--- src/rtl/ring_step_arbiter_pkg.sv ---
// Shared definitions for the ring step arbiter: controller states,
// ring position constants and direction encoding.
package ring_step_arbiter_pkg;

    typedef enum logic [1:0] {
        ST_IDLE = 2'd0,
        ST_RUN  = 2'd1,
        ST_DONE = 2'd2
    } state_t;

    localparam logic [1:0] P0 = 2'd0;
    localparam logic [1:0] P1 = 2'd1;
    localparam logic [1:0] P2 = 2'd2;
    localparam logic [1:0] P3 = 2'd3;

    localparam logic DIR_UP   = 1'b0;
    localparam logic DIR_DOWN = 1'b1;

    // Position reached by one step from p in direction d.
    function automatic logic [1:0] ring_step(input logic [1:0] p, input logic d);
        return (d == DIR_DOWN) ? (p - 2'd1) : (p + 2'd1);
    endfunction

endpackage

--- src/rtl/ring_mod4_step.sv ---
// Four-position ring counter: steps one place up or down when enabled,
// holds otherwise. y flags position 3.
module ring_mod4_step
    import ring_step_arbiter_pkg::*;
(
    input  logic       clk,
    input  logic       rst_n,
    input  logic       en,
    input  logic       dir,
    output logic [1:0] pos,
    output logic       y
);

    logic [1:0] r_pos;

    // Ring position register, stepping only when enabled.
    always_ff @(posedge clk or negedge rst_n) begin
        if (!rst_n) begin
            r_pos <= P0;
        end else if (en) begin
            r_pos <= ring_step(r_pos, dir);
        end
    end

    assign pos = r_pos;
    assign y   = (r_pos == P3);

endmodule

--- src/rtl/ring_step_arbiter.sv ---
// Two-requester round-robin arbiter that owns a shared mod-4 ring.
// A granted job steps the ring cnt times in the requested direction,
// counts landings on position 3, then pulses done for its owner.
module ring_step_arbiter
    import ring_step_arbiter_pkg::*;
(
    input  logic       clk,
    input  logic       rst_n,
    input  logic [1:0] req,
    input  logic       dir0,
    input  logic       dir1,
    input  logic [3:0] cnt0,
    input  logic [3:0] cnt1,
    output logic [1:0] gnt,
    output logic [1:0] done,
    output logic       busy,
    output logic [1:0] pos,
    output logic       y,
    output logic [3:0] hit_cnt
);

    state_t     r_state;
    state_t     w_state_next;
    logic       r_owner;
    logic       r_dir;
    logic       r_last_gnt;
    logic [3:0] r_remaining;
    logic [3:0] r_hit_cnt;

    logic       w_grant;
    logic       w_win;
    logic       w_win_dir;
    logic [3:0] w_win_cnt;
    logic       w_ring_en;
    logic [1:0] w_gnt;
    logic [1:0] w_done;
    logic [1:0] w_land;

    // Winner selection: a lone requester wins, a tie goes to whoever
    // was not granted last (r_last_gnt resets to 1 so requester 0 wins first).
    assign w_win     = (req == 2'b11) ? ~r_last_gnt : req[1];
    assign w_win_dir = w_win ? dir1 : dir0;
    assign w_win_cnt = w_win ? cnt1 : cnt0;

    // Next-state and output decode for the IDLE/RUN/DONE controller.
    always_comb begin
        w_state_next = r_state;
        w_grant      = 1'b0;
        w_gnt        = 2'b00;
        w_done       = 2'b00;
        w_ring_en    = 1'b0;
        case (r_state)
            ST_IDLE: begin
                if (req != 2'b00) begin
                    w_grant      = 1'b1;
                    w_gnt        = w_win ? 2'b10 : 2'b01;
                    w_state_next = (w_win_cnt != 4'd0) ? ST_RUN : ST_DONE;
                end
            end
            ST_RUN: begin
                w_ring_en = 1'b1;
                if (r_remaining == 4'd1) begin
                    w_state_next = ST_DONE;
                end
            end
            ST_DONE: begin
                w_done       = r_owner ? 2'b10 : 2'b01;
                w_state_next = ST_IDLE;
            end
            default: begin
                w_state_next = ST_IDLE;
            end
        endcase
    end

    // Controller state register.
    always_ff @(posedge clk or negedge rst_n) begin
        if (!rst_n) begin
            r_state <= ST_IDLE;
        end else begin
            r_state <= w_state_next;
        end
    end

    // Job context: latch winner on grant, count down steps while running,
    // remember the owner as last-granted when the job completes.
    always_ff @(posedge clk or negedge rst_n) begin
        if (!rst_n) begin
            r_owner     <= 1'b0;
            r_dir       <= DIR_UP;
            r_remaining <= 4'd0;
            r_last_gnt  <= 1'b1;
        end else begin
            if (w_grant) begin
                r_owner     <= w_win;
                r_dir       <= w_win_dir;
                r_remaining <= w_win_cnt;
            end else if (w_ring_en) begin
                r_remaining <= r_remaining - 4'd1;
            end
            if (r_state == ST_DONE) begin
                r_last_gnt <= r_owner;
            end
        end
    end

    // Position the ring lands on after this cycle's step.
    assign w_land = ring_step(pos, r_dir);

    // Saturating count of steps landing on position 3; cleared on grant,
    // held after completion.
    always_ff @(posedge clk or negedge rst_n) begin
        if (!rst_n) begin
            r_hit_cnt <= 4'd0;
        end else if (w_grant) begin
            r_hit_cnt <= 4'd0;
        end else if (w_ring_en && (w_land == P3) && (r_hit_cnt != 4'd15)) begin
            r_hit_cnt <= r_hit_cnt + 4'd1;
        end
    end

    ring_mod4_step u_ring (
        .clk   (clk),
        .rst_n (rst_n),
        .en    (w_ring_en),
        .dir   (r_dir),
        .pos   (pos),
        .y     (y)
    );

    // gnt is combinational from req, so it is masked while reset is held.
    assign gnt     = w_gnt & {2{rst_n}};
    assign done    = w_done;
    assign busy    = (r_state != ST_IDLE);
    assign hit_cnt = r_hit_cnt;

endmodule
--- config.mk ---
export PLATFORM = sky130hd
export DESIGN_NAME = ring_step_arbiter
export DESIGN_NICKNAME = d
export VERILOG_FILES = /design/src/rtl/ring_step_arbiter_pkg.sv /design/src/rtl/ring_mod4_step.sv /design/src/rtl/ring_step_arbiter.sv
export SDC_FILE = /design/constraint.sdc
export NUM_CORES = 1
export LEC_CHECK = 0
export BUFFER_PORTS_ARGS = -buffer_cell sky130_fd_sc_hd__buf_4
export CORE_MARGIN = 2
export CORE_UTILIZATION = 35
export DETAILED_ROUTE_END_ITERATION = 16
export GPL_TIMING_DRIVEN = 0
export PLACE_DENSITY = 0.61
export SYNTH_ARGS = -nofsm -noshare
export SYNTH_HDL_FRONTEND = slang
export SYNTH_HIERARCHICAL = 1
export SYNTH_SLANG_ARGS = --single-unit
--- constraint.sdc ---
create_clock -name clk -period 1.3 [get_ports clk]
set_clock_uncertainty 0.05 [all_clocks]
set_input_delay 0.065 -clock clk [delete_from_list [all_inputs] [get_ports clk]]
set_output_delay 0.065 -clock clk [all_outputs]
set_load 0.02 [all_outputs]
==> results of run 1 <==
registers in the layout, summed over array words and instances (netlist names):
register / flops
hit_cnt: 4
r_dir: 1
r_last_gnt: 1
r_owner: 1
r_remaining: 4
r_state: 2
u_ring/pos: 2
cell families after synthesis:
group,count (synthesis),share of synthesized area (%)
AO/OA/AOI/OAI,19,15.2
XOR/XNOR,6,5.91
adder cells (fa/ha/maj),3,4.22
buffers and inverters,9,5.20
flip-flops,15,42.3
multiplexers,4,4.64
AND/OR/NAND/NOR,32,22.5
path summary, 6_finish.rpt:
path	start	cells past startpoint	endpoint	slack (ps)
setup reg to reg	r_last_gnt	6	r_state[1]	-90
hold reg to reg	hit_cnt[0]	1	hit_cnt[0]	470
max in group asynchronous	rst_n	2	u_ring/pos[1]	390
setup / recovery	r_last_gnt	4	gnt[1]	-140
min in group asynchronous	rst_n	2	hit_cnt[3]	320
hold / removal	cnt1[3]	3	r_remaining[3]	30
layout by cell type (no fill, tap or decap), types with 2 or more instances in the layout:
| master | instances |
|---|---|
| a211oi_2 | 2 |
| a21oi_1 | 3 |
| buf_4 | 33 |
| buf_6 | 4 |
| clkbuf_4 | 3 |
| dfrtp_1 | 10 |
| dfrtp_2 | 4 |
| ha_1 | 3 |
| inv_1 | 5 |
| mux2i_1 | 2 |
| nand2_1 | 7 |
| nand3_1 | 3 |
| nor2_1 | 2 |
| nor4_4 | 2 |
| o21ai_0 | 2 |
| xnor2_1 | 2 |
| xor2_1 | 3 |
power by group:
group / switching, mW / internal [mW] / total, mW
sequential: 0.282 / 0.694 / 0.976
clock: 0.150 / 0.119 / 0.269
combinational: 0.812 / 0.900 / 1.71
cell usage after synthesis (3+ instances only):
library cell | number | area (µm²)
inv_1 | 6 | 22.5
nand2_1 | 9 | 33.8
nand3_1 | 4 | 20.0
a21oi_1 | 3 | 15.0
dfrtp_1 | 14 | 350
mux2i_1 | 3 | 30.0
xnor2_1 | 3 | 26.3
ha_1 | 3 | 37.5
xor2_1 | 3 | 26.3
o21ai_0 | 3 | 15.0
nor2_1 | 4 | 15.0
cell type report:
class	count	share of cell area [%]
multi-input cells	64	43.0
flip-flops and latches	15	27.5
repair buffers	37	21.9
well taps	30	2.71
clock buffers	4	1.90
inverters	6	1.62
plain buffers	2	1.35
metal layers:
layer	wire length, µm	GRT usage (%)	vias to the layer above
li1	-	-	392
met1	862	18.2	370
met2	1100	26.7	13
met3	48	2.46	6
met4	49	8.75	0
met5	0	0	-
timing repair:
item | in CTS | in global routing
hold buffers | 1 | 0
pin swaps | 11 | 7
gates resized for setup | 21 | 11
endpoints found under the hold margin | 15 | 0
setup endpoints to repair | 13 | 16
buffers inserted | 9 | 2
through the flow:
stage / hold slack [ps] / setup TNS [ps]
detailed placement: -111 / -991
CTS: 21.9 / -530
global placement: -112 / -751
floorplan: -281 / -1.04
global route: 37.5 / -1420
finish: 32.5 / -477
critical path, stage by stage (launching register included):
cell and delay (ps):
dfstp_2 570, a21boi_4 60, buf_6 120, and3_4 170, buf_6 120
==> results_dict.tcl, run 1 <==
set metrics [dict create \
    syn_inst 88 \
    violations "negative setup slack" \
    drc 0 \
    die_w_um 54.4 \
    end_kind "output port" \
    cts_root_buffer "clkbuf_4" \
    fmax_ghz 0.693 \
    synth_seq_cells 15 \
    htreeDepth 1 \
    slew_headroom_pct 53.7 \
    gp_congestion 0.795 \
    syn_nets 105 \
    rsz0062_at_grt "yes" \
    overflow 0 \
    cap_violations 0 \
    track_usage_pct 15.5 \
    drt_iter0_markers 4 \
    grt_pass1_vias 732 \
    clk_latency_ps 280 \
    dieArea_mm2 0.00296 \
    std_cell_rows 18 \
    required_ps 1190 \
    vdd_drop_max_mv 1.11 \
    syn_to_final_growth_pct 55.8 \
    tightest_slew_ps 692 \
    async_flop_share_pct 100 \
    fin_nets 146 \
    placed_area_mm2 0.00112 \
    routed_wl_um 2060 \
    path_clk_slew_ps 90 \
    synth_area_per_cell_um2 10.1 \
    initial_core_util_pct 36.6 \
    place_ws_ps -166 \
    post_drt_wl_per_cell_um 13.0 \
    setup_slack_ps -143 \
    synth_edf_count 0 \
    post-route-min-period_ps 1440 \
    diodes 0 \
    drive_gt1_share_pct 56.3 \
    io_pins 26 \
    setup_viol 8 \
    fin_area_mm2 0.00139 \
    drtAntennaViolNets 0 \
    final_util_pct 57.0 \
    power_mw 2.96 \
    start_kind "register" \
    antenna_found_initial 0 \
    path_max_fanout 4 \
    netlist_area_um2 890 \
    ff_latch_area_um2 382 \
    port-buffer-count 25 \
    synth.distinct_cells 39 \
    fill_cells 221 \
    fin_crit_sh_pct 111 \
    maxSlewViolCount 0 \
    min-delay-path-class "primary input to register" \
    vias 781 \
    viasPerCell 4.94 \
    grt_pass1_wl_um 3190 \
    dieHeight_um 54.4 \
    grt_max_degree 16 \
    clock_sinks 15 \
    fp.coreArea_mm2 0.00243 \
    cts_tree "yes" \
    drt_first_pass_iters 3 \
    cts_buffers 3 \
    ys.flop_type "dfrtp_1" \
    hpwlAfterDp_um 1400 \
    p_leak_nw 0.626 \
    path_class "register to output port" \
    synth-seq-area-share_pct 42.3 \
    hold_violations 0 \
    final_cell_count_no_fill 158 \
    ys_warn_count 6 \
    numPlacedInstances 143 \
    worstPathArrival_ps 1330 \
    status "finished with violations" \
    powerDensity_mw_per_mm2 2130 \
    multi_input_area_um2 596 \
    clockBufferDepth 2 \
]
(Power assumes the default switching activity.)
==> run 2: changes to the inputs <==
==> constraint.sdc (replaced) <==
create_clock -name clk -period 1.3 [get_ports clk]
set_clock_uncertainty 0.05 [all_clocks]
set_input_delay 0 -clock clk [delete_from_list [all_inputs] [get_ports clk]]
set_output_delay 0 -clock clk [all_outputs]
set_load 0.02 [all_outputs]
==> run 2 against run 1 <==
Compared with the run above:
- wire length rose by 10%
- sequential power grew 2%
- the run still ends with negative setup slack left
- via count rose by 4.9%
- critical path type unchanged
==> results_dict.tcl, run 2 (same netlist as run 1, synthesis figures left out) <==
set metrics [dict create \
    place_ws_ps -166 \
    post-route-min-period_ps 1390 \
    grt_max_degree 18 \
    fmax_ghz 0.721 \
    overflow 0 \
    fin_area_mm2 0.00146 \
    antenna_found_initial 0 \
    end_kind "output port" \
    crit_slowest_cell "dfstp_2" \
    cp_num_buf_inv 2 \
    path_clk_slew_ps 90 \
    gp_congestion 0.795 \
    fp.coreArea_mm2 0.00243 \
    dieArea_mm2 0.00296 \
    status "finished with violations" \
    max_stage_delay_ps 570 \
    maxSlewViolCount 0 \
    syn_to_final_growth_pct 64.4 \
    clk_latency_ps 280 \
    path_class "register to output port" \
    powerDensity_mw_per_mm2 2090 \
    worst_path_dominant_cell_family "flip-flops" \
    post_drt_wl_per_cell_um 13.8 \
    holdWs_ps 20.9 \
    routed_wl_um 2270 \
    rsz0062_at_grt "yes" \
    hold_violations 0 \
    drtAntennaViolNets 0 \
    tightest_slew_ps 333 \
    viasPerCell 4.96 \
    drt_iter0_markers 7 \
    placed_area_mm2 0.00112 \
    diodes 0 \
    slew_headroom_pct 77.8 \
    path_cells "a21boi_4, buf_6, and3_4, buf_6" \
    std_cell_rows 18 \
    cts_buffers 3 \
    vias 819 \
    io_pins 26 \
    final_util_pct 60.1 \
    clockBufferDepth 2 \
    dieHeight_um 54.4 \
    drc 0 \
    final_cell_mix "35 x buf_4, 12 x dfrtp_1, 6 x buf_6, 6 x nand2_1" \
    start_kind "register" \
    clock_sinks 15 \
    cts_root_buffer "clkbuf_4" \
    path_common_cell "buf_6" \
    initial_core_util_pct 36.6 \
    setup_slack_ps -87.0 \
    cap_violations 0 \
    fill_cells 203 \
    die_w_um 54.4 \
    worstPathArrival_ps 1340 \
    power_mw 3.05 \
    p_leak_nw 0.663 \
    grt_pass1_wl_um 3180 \
    required_ps 1250 \
    track_usage_pct 15.5 \
    drt_first_pass_iters 4 \
    min-delay-path-class "primary input to register" \
    setup_viol 5 \
    path_max_fanout 7 \
    hpwlAfterDp_um 1400 \
    port-buffer-count 25 \
    violations "negative setup slack" \
    htreeDepth 1 \
    vdd_drop_max_mv 1.09 \
    drive_gt1_share_pct 55.6 \
    fin_nets 153 \
    grt_pass1_vias 739 \
    fin_crit_sh_pct 107 \
    cts_tree "yes" \
    final_common_cell "buf_4" \
]
==> run 2: per-stage QoR <==
step,setup TNS (ps),instances
after floorplan,-1.04,88
after global placement,-738,143
after detailed placement,-968,143
after CTS,-221,160
after global routing,-813,165
final,-230,165
==> run 2: cell type report <==
class | instances | area, µm² | share of cell area (%)
multi-input cells | 64 | 614 | 42.0
well taps | 30 | 37.5 | 2.57
inverters | 6 | 25.0 | 1.71
plain buffers | 2 | 22.5 | 1.54
clock buffers | 4 | 26.3 | 1.80
repair buffers | 44 | 358 | 24.5
flip-flops and latches | 15 | 379 | 25.9
==> run 2: power breakdown <==
| group | internal [mW] | switching (mW) |
|---|---|---|
| Sequential | 0.687 | 0.303 |
| Clock | 0.119 | 0.158 |
| Combinational | 0.936 | 0.847 |
==> run 2: repair_timing <==
action | in CTS | in global routing
buffers inserted | 9 | 4
gates resized for setup | 18 | 22
hold buffers | 5 | 0
setup endpoints to repair | 13 | 16
gates cloned | 0 | 1
pin swaps | 9 | 13
hold endpoints to repair | 18 | 0
==> run 2: worst min-delay path: stages <==
cell and delay, ps:
buf_4 80, mux2i_1 70, o221ai_1 170
==> run 2: final timing paths <==
| check | start | endpoint | slack, ps | depth (start not counted) |
|---|---|---|---|---|
| max | r_last_gnt | gnt[1] | -90 | 4 |
| min | cnt0[1] | r_remaining[1] | 20 | 3 |
| max reg2reg | r_last_gnt | r_remaining[0] | -40 | 5 |
| min reg2reg | r_last_gnt | r_last_gnt | 490 | 1 |
| max in group asynchronous | rst_n | r_last_gnt | 900 | 2 |
| min in group asynchronous | rst_n | hit_cnt[1] | 50 | 2 |
==> run 2: per-layer routing <==
layer  wire, µm  global-route usage (%)  vias up
li1           -                       -      406
met1        952                    17.3      396
met2       1240                    27.7       13
met3         52                    2.46        4
met4         29                    8.75        0
met5          0                       0        -
